<file path="src/rtl/pipe_hazard_ctrl.sv">
// Stall/flush controller for the five-stage pipeline: register and mult/div hazards,
// exception/eret redirection, and the mult/div occupancy counter.
module pipe_hazard_ctrl #(
    parameter int MULT_CYCLES = 5,
    parameter int DIV_CYCLES  = 10
) (
    input  logic       clk,
    input  logic       reset,
    input  logic [4:0] d_rs,
    input  logic [4:0] d_rt,
    input  logic [1:0] d_rs_tuse,
    input  logic [1:0] d_rt_tuse,
    input  logic       d_is_md,
    input  logic [4:0] e_wa,
    input  logic [1:0] e_tnew,
    input  logic [4:0] m_wa,
    input  logic [1:0] m_tnew,
    input  logic [1:0] e_md_start,
    input  logic       m_exc_req,
    input  logic       m_eret,
    output logic       freeze_f,
    output logic       freeze_d,
    output logic       flush_d,
    output logic       flush_e,
    output logic       flush_m,
    output logic [1:0] pc_sel,
    output logic       md_busy,
    output logic       md_done
);

    typedef enum logic [1:0] {
        MD_IDLE = 2'd0,
        MD_MULT = 2'd1,
        MD_DIV  = 2'd2
    } md_state_t;

    md_state_t  state_reg, state_next;
    logic [5:0] cnt_reg, cnt_next;

    logic [4:0] src [2];
    logic [1:0] tuse [2];
    logic [1:0] hz_reg_src;
    logic       start_valid;
    logic       busy_int;
    logic       done_int;
    logic       hz_md;
    logic       stall;

    assign src[0]  = d_rs;
    assign src[1]  = d_rt;
    assign tuse[0] = d_rs_tuse;
    assign tuse[1] = d_rt_tuse;

    // One hazard term per source operand; $0 never creates a dependency.
    genvar gi;
    generate
        for (gi = 0; gi < 2; gi++) begin : g_hz
            assign hz_reg_src[gi] = (src[gi] != 5'd0) &&
                                    (((src[gi] == e_wa) && (tuse[gi] < e_tnew)) ||
                                     ((src[gi] == m_wa) && (tuse[gi] < m_tnew)));
        end
    endgenerate

    assign start_valid = (e_md_start == 2'b01) || (e_md_start == 2'b10);
    assign busy_int    = (cnt_reg != 6'd0);
    assign done_int    = (cnt_reg == 6'd1);
    assign hz_md       = d_is_md && (busy_int || start_valid);
    assign stall       = hz_reg_src[0] || hz_reg_src[1] || hz_md;

    always_ff @(posedge clk) begin
        if (!reset) begin
            state_reg <= MD_IDLE;
            cnt_reg   <= 6'd0;
        end else begin
            state_reg <= state_next;
            cnt_reg   <= cnt_next;
        end
    end

    // A start arriving while busy is ignored; a start alongside a flush is squashed.
    always_comb begin
        state_next = state_reg;
        cnt_next   = cnt_reg;
        case (state_reg)
            MD_IDLE: begin
                if (start_valid && !m_exc_req && !m_eret) begin
                    if (e_md_start == 2'b01) begin
                        state_next = MD_MULT;
                        cnt_next   = 6'(MULT_CYCLES);
                    end else begin
                        state_next = MD_DIV;
                        cnt_next   = 6'(DIV_CYCLES);
                    end
                end
            end
            MD_MULT, MD_DIV: begin
                if (cnt_reg <= 6'd1) begin
                    state_next = MD_IDLE;
                    cnt_next   = 6'd0;
                end else begin
                    cnt_next = cnt_reg - 6'd1;
                end
            end
            default: begin
                state_next = MD_IDLE;
                cnt_next   = 6'd0;
            end
        endcase
    end

    always_comb begin
        freeze_f = 1'b0;
        freeze_d = 1'b0;
        flush_d  = 1'b0;
        flush_e  = 1'b0;
        flush_m  = 1'b0;
        pc_sel   = 2'b00;
        md_busy  = 1'b0;
        md_done  = 1'b0;
        if (reset) begin
            md_busy = busy_int;
            md_done = done_int;
            if (m_exc_req) begin
                flush_d = 1'b1;
                flush_e = 1'b1;
                flush_m = 1'b1;
                pc_sel  = 2'b01;
            end else if (m_eret) begin
                flush_d = 1'b1;
                flush_e = 1'b1;
                flush_m = 1'b1;
                pc_sel  = 2'b10;
            end else if (stall) begin
                freeze_f = 1'b1;
                freeze_d = 1'b1;
                flush_e  = 1'b1;
            end
        end
    end

endmodule
</file>
<file path="config.mk">
export PLATFORM = sky130hd
export DESIGN_NAME = pipe_hazard_ctrl
export DESIGN_NICKNAME = d
export VERILOG_FILES = /design/src/rtl/pipe_hazard_ctrl.sv
export SDC_FILE = /design/constraint.sdc
export NUM_CORES = 1
export LEC_CHECK = 0
export BUFFER_PORTS_ARGS = -buffer_cell sky130_fd_sc_hd__buf_4
export CELL_PAD_IN_SITES_DETAIL_PLACEMENT = 1
export CELL_PAD_IN_SITES_GLOBAL_PLACEMENT = 2
export CORE_ASPECT_RATIO = 1.5
export CORE_MARGIN = 1.5
export CORE_UTILIZATION = 27
export CTS_CLUSTER_DIAMETER = 100
export DETAILED_ROUTE_END_ITERATION = 8
export PLACE_DENSITY = 0.86
export SYNTH_ARGS = -nofsm -noshare
export SYNTH_HDL_FRONTEND = slang
export SYNTH_SLANG_ARGS = --single-unit
</file>
<file path="constraint.sdc">
create_clock -name clk -period 2.8 [get_ports clk]
set_input_delay 0.14 -clock clk [delete_from_list [all_inputs] [get_ports clk]]
set_output_delay 0.14 -clock clk [all_outputs]
set_load 0.02 [all_outputs]
</file>
Word-level counts from Yosys, hierarchy flattened
Index checks and enable logic that the tools add are counted.
{"block": "classes", "reduce_logical": 23, "n_addsub": 1, "n_eq_ne": 11, "magnitude_cmp": 5, "n_mux": 23}
{"operator": "$eq A5 B5 Y1", "n": 4}
{"operator": "$mux W1", "n": 12}
{"operator": "$mux W2", "n": 6}
{"operator": "$mux W6", "n": 2}
{"operator": "$pmux W6 S2", "n": 1}
{"operator": "$reduce_bool A5 Y1", "n": 2}
{"operator": "$logic_and A1 B1 Y1", "n": 9}
{"operator": "$lt A2 B2 Y1", "n": 4}
{"operator": "$eq A6 B1 Y1 const B", "n": 1}
{"operator": "$le A6 B1 Y1 const B", "n": 1}
{"operator": "$logic_or A1 B1 Y1", "n": 6}
{"operator": "$reduce_bool A6 Y1", "n": 1}
{"operator": "$sub A6 B1 Y6 const B", "n": 1}
{"operator": "$eq A2 B1 Y1 const B", "n": 2}
{"operator": "$eq A2 B2 Y1 const B", "n": 2}
{"operator": "$mux W4", "n": 1}
{"operator": "$ne A2 B2 Y1 const B", "n": 2}
{"operator": "$pmux W2 S2", "n": 1}
{"operator": "$logic_not A1 Y1", "n": 2}
{"operator": "$logic_not A2 Y1", "n": 1}
{"operator": "$reduce_and A2 Y1", "n": 1}
{"operator": "$reduce_or A2 Y1", "n": 1}
{"block": "totals", "reg_bits": 8, "in_bits": 35, "out_inout_bits": 9, "wordCells": 65}

Depth between registers and ports, before layout
Gate-level depths: netlist of run 1.
{"block": "depth", "depth_word": 10, "ltp_mapped": 7, "depth_no_buf": 7}

Least setup slack after synthesis of run 1
No wires, ideal clock.
{"block": "synth_timing", "path_type": "input to output", "from": "input e_tnew[1]", "to": "output freeze_f", "arrival_time_ps": 1643, "path_stages": 6, "path_buffers": 1, "path_slack_ps": 1017, "required_time_ps": 2660, "cell_sequence": "inv_1 -> ha_1 -> a2111oi_0 -> o22ai_1 -> a31oi_1 -> buf_4"}
{"block": "synth_between", "elab_chain_cells": 10, "elab_cells_between_ends": 14, "classes_between": "order compare (2); mux (4); reduce/logical (8)"}
{"item": "start, declared", "line": "15", "text": "input logic [1:0] e_tnew,"}
{"item": "$lt A2 B2 Y1", "line": "59", "text": "(((src[gi] == e_wa) && (tuse[gi] < e_tnew)) ||"}
{"item": "$logic_and A1 B1 Y1", "line": "59"}
{"item": "$logic_or A1 B1 Y1", "line": "59"}
{"item": "$logic_and A1 B1 Y1", "line": "58", "text": "assign hz_reg_src[gi] = (src[gi] != 5'd0) &&"}
{"item": "$logic_or A1 B1 Y1 * (2 in a row)", "line": "68", "text": "assign stall = hz_reg_src[0] || hz_reg_src[1] || hz_md;"}
{"item": "$mux W1 * (4 in a row)"}
{"item": "end, declared", "line": "21", "text": "output logic freeze_f,"}
Every way passes the cells marked *; elsewhere a longest branch is shown, timed or not.

Worst setup path after layout of run 1
{"block": "layout_timing", "from": "register cnt_reg[3]", "to": "output flush_e"}
{"block": "layout_between", "elab_chain_cells": 8}
{"item": "start, declared", "line": "38", "text": "logic [5:0] cnt_reg, cnt_next;"}
{"item": "start signal, assigned", "line": "76", "text": "cnt_reg <= cnt_next;"}
{"item": "$reduce_bool A6 Y1", "line": "65", "text": "assign busy_int = (cnt_reg != 6'd0);"}
{"item": "$logic_or A1 B1 Y1", "line": "67", "text": "assign hz_md = d_is_md && (busy_int || start_valid);"}
{"item": "$logic_and A1 B1 Y1", "line": "67"}
{"item": "$logic_or A1 B1 Y1", "line": "68"}
{"item": "$mux W1", "line": "133", "text": "end else if (stall) begin"}
{"item": "$mux W1", "line": "128", "text": "end else if (m_eret) begin"}
{"item": "$mux W1", "line": "123", "text": "if (m_exc_req) begin"}
{"item": "$mux W1", "line": "120", "text": "if (reset) begin"}
{"item": "end, declared", "line": "24", "text": "output logic flush_e,"}
Every way passes these cells.

==> metrics.cfg, run 1 <==
[layout]
multiInputGateArea_sq_um = 734.5
final_area_sq_um = 1341
final_cell_count_no_fill = 203
seqCellArea_sq_um = 160.2
final_cell_mix = buf_4, xnor2_1, ha_1
n_fill_cell = 435
syn_to_final_growth_pct = 40.50
final_common_cell = buf_4
nets = 207
largest_reg_flops = 6
drive_gt1_share_pct = 32.30
n_antenna_cell = 0

[hold_path]
hold_class = in -> reg
min_from = reset
min_path_cells = 3

[critical_path]
crit_path_end_kind = primary output
regToRegEndpoint = state_reg[1]$_SDFFE_PN0P_
crit_cells = 5
endpoint = flush_e
crit_chain = nor4_1 -> nand3_1 -> nand2_1 -> a41oi_1 -> buf_4
reg2reg_depth = 5
cpPeakStageDelay_ps = 570
r2r_slack_ps = 1050
critPathLaunchType = register
r2r_start = cnt_reg[3]$_SDFFE_PN0P_
cp_slowest_cell = nor4_1
critical_path.startpoint = cnt_reg[3]$_SDFFE_PN0P_
crit_fanout = 8
arrival_ps = 1750
worstSetupPathType = reg -> out
crit_buf_inv = 1
critical-path-top-delay-family = simple AND/OR/NAND/NOR gates
critPathRequiredTime_ps = 2660

[cts]
cts_num_sinks = 8
path_clk_slew_ps = 40
root_buffer = clkbuf_8
clkLatencyLatePin_ps = 240
cts.htree.levels = 1
clockBufferDepth = 2
ctsResizeCount = 0
cts_tree = built
post_cts_buffers = 0
cts_buffers = 3
cts_hold_buf = 0

[grt]
top_usage_layer = met2
met3_usage_pct = 4.118
track_usage_pct = 17.29
met1_usage_pct = 15.18
met2_usage_pct = 36.18
grt_max_degree = 12
globalRouteOverflowTotal = 0
grt_antenna_before_repair = 0
grt_pass1_vias = 1110
grt_pass1_wl_mm = 4.981

[sta]
skew_ps = 1.992
max_freq_ghz = 0.5301
rsz0062_at_grt = no
worstMarginPinSlew_ps = 625.2
max_slew_margin_pct = 57.96
fin_setup_tns_ps = 0
fin_crit_sh_pct = 67.37
finalSetupViolCount = 0
hold_viol = 0
final.min_clock_period_ps = 1886
final_max_slew_viol_count = 0

[logic_synthesis]
yosys_warnings = 0
ys_seq_area_share_pct = 16.78
yosys-top-cells-area = dfxtp_1, xnor2_1, ha_1
synth_top_area_share_pct = 16.78
synthesis.area_sq_um = 954.7
synth.distinct_cells = 37
syn_avg_cell_area_sq_um = 8.022
syn_nets = 163
synth_edf_count = 0
async_reset_ff_share_pct = 0
netlist_instances = 119
synth_ff_type = dfxtp_1
yosys.area.top_type = dfxtp_1
synth-seq-cells = 8

[floorplan]
fp.dieArea_sq_um = 3909
die_h_um = 75.83
core_region_area_sq_um = 3383
io_pins = 44
start_util_pct = 28.22
fp-row-count = 26
die_w_um = 51.55

[pwr]
peakVddDrop_v = 0.0004604
share_comb_of_total_power_pct = 54.1
netSwitchingPower_uw = 262.4
leakagePower_uw = 0.0005743
p_int_uw = 388.1
clockPowerShare_pct = 22.4
p_sw_share_pct = 40.34
p_per_area_nw_per_um2 = 485.0
seqPwrFrac_pct = 23.4

[routing]
first_pass_iters = 4
drcViolationCount = 0
drtIter0Drc = 28
routedWlPerCell_um = 15.94
routed_wl_mm = 3.236
dr_total_vias = 1059
ant_nets = 0
vias_per_cell = 5.217

[place]
dpl.hpwl_mm = 2.705
dpl.cell_count = 200
gp_congestion = 0.7944
place_area_sq_um = 1300
portBuffers = 43

[outcome]
outcome = complete, no violations

[flow_run]
maxCapViolations = 0

-- worst min-delay path by stage --
stage | to
finish | cnt_reg[2]$_SDFFE_PN0P_
global route | cnt_reg[3]$_SDFFE_PN0P_
CTS | cnt_reg[2]$_SDFFE_PN0P_
detailed placement | cnt_reg[2]$_SDFFE_PN0P_
global placement | cnt_reg[2]$_SDFFE_PN0P_
floorplan | cnt_reg[2]$_SDFFE_PN0P_
-- Yosys cell counts (2+ instances only) --
master / instances
dfxtp_1: 8
o21ai_0: 4
o21a_1: 2
nand4_1: 5
a21oi_1: 4
nand2_1: 6
a22oi_1: 2
o31ai_1: 3
or4_1: 2
xor2_1: 4
xnor2_1: 16
nand3_1: 2
nor4_1: 3
o22ai_1: 3
a2111oi_0: 4
nand2b_1: 6
ha_1: 9
inv_1: 8
or3_1: 2
nor2_1: 8
buf_4: 2
-- area by class of cell --
class | count | share of cell area, %
multi-input combinational | 99 | 54.76
timing repair buffer | 43 | 24.07
sequential | 8 | 11.94
tap | 42 | 3.918
clock buffer | 3 | 3.078
inverter | 8 | 2.239
-- worst register-to-register path, stage by stage, from the launching register on --
cell     delay (ps)
dfxtp_1         370
or4_4           550
o21ai_4         280
nand2_2         100
mux2_4          330
nor2_2           60
-- power by group through the flow --
stage                     logic, uW  registers, uW  clock network (uW)
final                           352            152                 146
after global routing            387            154                 157
after CTS                       354            152                 148
after detailed placement        352            154                   0
after global placement          345            153                   0
after floorplan                 248            145                   0
-- cells by family after synthesis --
group	after synthesis	share of synthesized area [%]
multiplexers	1	1.572
flip-flops	8	16.78
buffers and inverters	12	6.290
AO/OA/AOI/OAI	28	21.49
XOR/XNOR	20	18.35
adder cells (fa/ha/maj)	9	11.80
AND/OR/NAND/NOR	41	23.72
-- per-stage QoR --
stage / util, % / total power [uW] / worst slack (ps) / hold slack [ps]
finish: 39.65 / 650.5 / 913.7 / 195.5
global route: 39.65 / 698.3 / 767.3 / 248.9
CTS: 39.65 / 654.4 / 949.4 / 198.9
detailed placement: 38.42 / 506.9 / 1063 / 438.7
global placement: 38.42 / 497.3 / 1069 / 423.0
floorplan: - / 392.6 / 1017 / 278.7
-- layer usage --
| metal | vias up | wire [um] |
|---|---|---|
| met2 | 44 | 1833 |
| li1 | 520 | - |
| met5 | - | 0 |
| met4 | 0 | 24 |
| met3 | 3 | 228 |
| met1 | 492 | 1149 |
(Power assumes the default switching activity.)
==> run 2, diff against run 1 <==
Settings changed: CORE_UTILIZATION 27 to 22, PLACE_DENSITY 0.86 to 0.75.
Clock period 2.8 ns to 1.7 ns, I/O delays scaled along.
==> metrics.cfg, run 2 (synthesis gave the netlist of run 1 again) <==
[grt]
track_usage_pct = 14.60  ; -2.7 points
grt_pass1_wl_mm = 5.388  ; +8.2%
globalRouteOverflowTotal = 0  ; unchanged
grt_pass1_vias = 1172  ; +5.6%
grt_antenna_before_repair = 0  ; unchanged
grt_max_degree = 11  ; -1

[critical_path]
regToRegEndpoint = state_reg[1]$_SDFFE_PN0P_
crit_fanout = 9  ; +1
critPathRequiredTime_ps = 1870  ; -790 ps
arrival_ps = 1830  ; +80 ps
crit_path_end_kind = register
critPathLaunchType = register
r2r_start = cnt_reg[3]$_SDFFE_PN0P_
reg2reg_depth = 5  ; unchanged
worstSetupPathType = reg -> reg
r2r_slack_ps = 40  ; -1010 ps

[layout]
post-route-util_pct = 34.54  ; -5.1 points
final_common_cell = buf_4
drive_gt1_share_pct = 40.24  ; +7.9 points
largest_reg_flops = 6  ; unchanged
nets = 215  ; +3.9%
final_area_sq_um = 1454  ; +8.4%
syn_to_final_growth_pct = 52.29
n_antenna_cell = 0  ; unchanged
final_cell_mix = buf_4, xnor2_1, ha_1

[floorplan]
fp.dieArea_sq_um = 4752  ; +22%
start_util_pct = 22.68  ; -5.5 points
core_region_area_sq_um = 4209  ; +24%
die_w_um = 56.79  ; +10%
io_pins = 44  ; unchanged
fp-row-count = 29  ; +12%
die_h_um = 83.68  ; +10%

[routing]
vias_per_cell = 5.098  ; -2.3%
ant_nets = 0  ; unchanged
routedWlPerCell_um = 16.56  ; +3.9%
drcViolationCount = 0  ; unchanged
routed_wl_mm = 3.560  ; +10%
drtIter0Drc = 15  ; -46%
first_pass_iters = 3  ; -1
dr_total_vias = 1096  ; +3.5%

[cts]
cts_buffers = 3  ; unchanged
path_clk_slew_ps = 40  ; about the same
cts_tree = built
cts_hold_buf = 0  ; unchanged
root_buffer = clkbuf_8
clkLatencyLatePin_ps = 230  ; about the same
clockBufferDepth = 2  ; unchanged
cts_num_sinks = 8  ; unchanged
cts.htree.levels = 1  ; unchanged

[pwr]
peakVddDrop_v = 0.0004736  ; +2.9%
finalPower_uw = 1198  ; +84%
leakagePower_uw = 0.0006245  ; +8.7%
p_per_area_nw_per_um2 = 823.7  ; +70%

[place]
place_area_sq_um = 1358  ; +4.4%
portBuffers = 43  ; unchanged
dpl.hpwl_mm = 2.956  ; +9.3%
gp_congestion = 0.9160  ; +15%

[sta]
max_freq_ghz = 0.6042
hold_slack_ps = 144.4  ; -51.03 ps
skew_ps = 1.175  ; -0.8168 ps
max_slew_margin_pct = 74.21  ; +16 points
final.min_clock_period_ps = 1655
finalSetupViolCount = 0  ; unchanged
worstMarginPinSlew_ps = 377.0  ; -248.2 ps
final_max_slew_viol_count = 0  ; unchanged
rsz0062_at_grt = yes
hold_viol = 0  ; unchanged
fin_crit_sh_pct = 97.36

[hold_path]
hold-path-endpoint = cnt_reg[2]$_SDFFE_PN0P_
min_path_cells = 3  ; unchanged
min_from = reset
hold_class = in -> reg

[flow_run]
maxCapViolations = 0  ; unchanged

[outcome]
outcome = complete, no violations

## run 2: cell types whose count changed in the layout (fill, tap and decap cells not counted), sizes merged
cell	before	now
buf	43	51
## run 2: worst max path at each step
stage | depth (start not counted) | slack [ps] | startpoint | end
finish | 5 | 40 | cnt_reg[3]$_SDFFE_PN0P_ | state_reg[1]$_SDFFE_PN0P_
global route | 5 | -10 | cnt_reg[3]$_SDFFE_PN0P_ | state_reg[1]$_SDFFE_PN0P_
CTS | 7 | 0.2 | cnt_reg[3]$_SDFFE_PN0P_ | flush_e
detailed placement | 7 | 10 | m_tnew[1] | freeze_f
global placement | 6 | 60 | d_rs_tuse[1] | freeze_d
floorplan | 6 | 9 | cnt_reg[3]$_SDFFE_PN0P_ | state_reg[1]$_SDFFE_PN0P_
## run 2: power by group
group          internal (uW)  switching (uW)  total (uW)  leakage [uW]
Clock                    154            82.9         237     0.0000216
Combinational            348             368         716      0.000537
Sequential               221            23.6         244     0.0000660
## run 2: repair_timing
action | CTS | global route
endpoints found under the setup margin | 3 | 7
gates resized for setup | 3 | 10
pin swaps | 1 | 4
setup buffers | 1 | 0
## run 2: cell type report
| class | count | area, sq um |
|---|---|---|
| Timing Repair Buffer | 51 | 386.6 |
| Multi-Input combinational cell | 99 | 775.7 |
| Clock buffer | 3 | 41.29 |
| Fill cell | 513 | 2755 |
| Inverter | 8 | 30.03 |
| Tap cell | 46 | 57.56 |
| Sequential cell | 8 | 162.7 |
## run 2: per-layer routing
metal,vias up,share of wire [%],wire [um],global-route usage (%)
met3,7,6.3,224,2.016
met5,-,0,0,0
met2,38,58,2057,30.44
met1,511,34,1220,13.33
li1,540,-,-,-
met4,0,1.7,59,5.497
## run 2: per-stage QoR
stage | cells | setup TNS (ps) | setup WS [ps]
2_1_floorplan | 119 | 0 | 8.746
3_3_place_gp | 211 | 0 | 55.05
3_5_place_dp | 211 | 0 | 14.42
4_1_cts | 215 | 0 | 0.1998
5_1_grt | 215 | -13.77 | -13.77
6_report | 215 | 0 | 44.90
## run 2: critical path, stage by stage (launching register included)
cell     delay (ps)
dfxtp_2         320
or4_4           520
o21ai_4         270
nand2_2         110
mux2_4          310
nor2_2           70
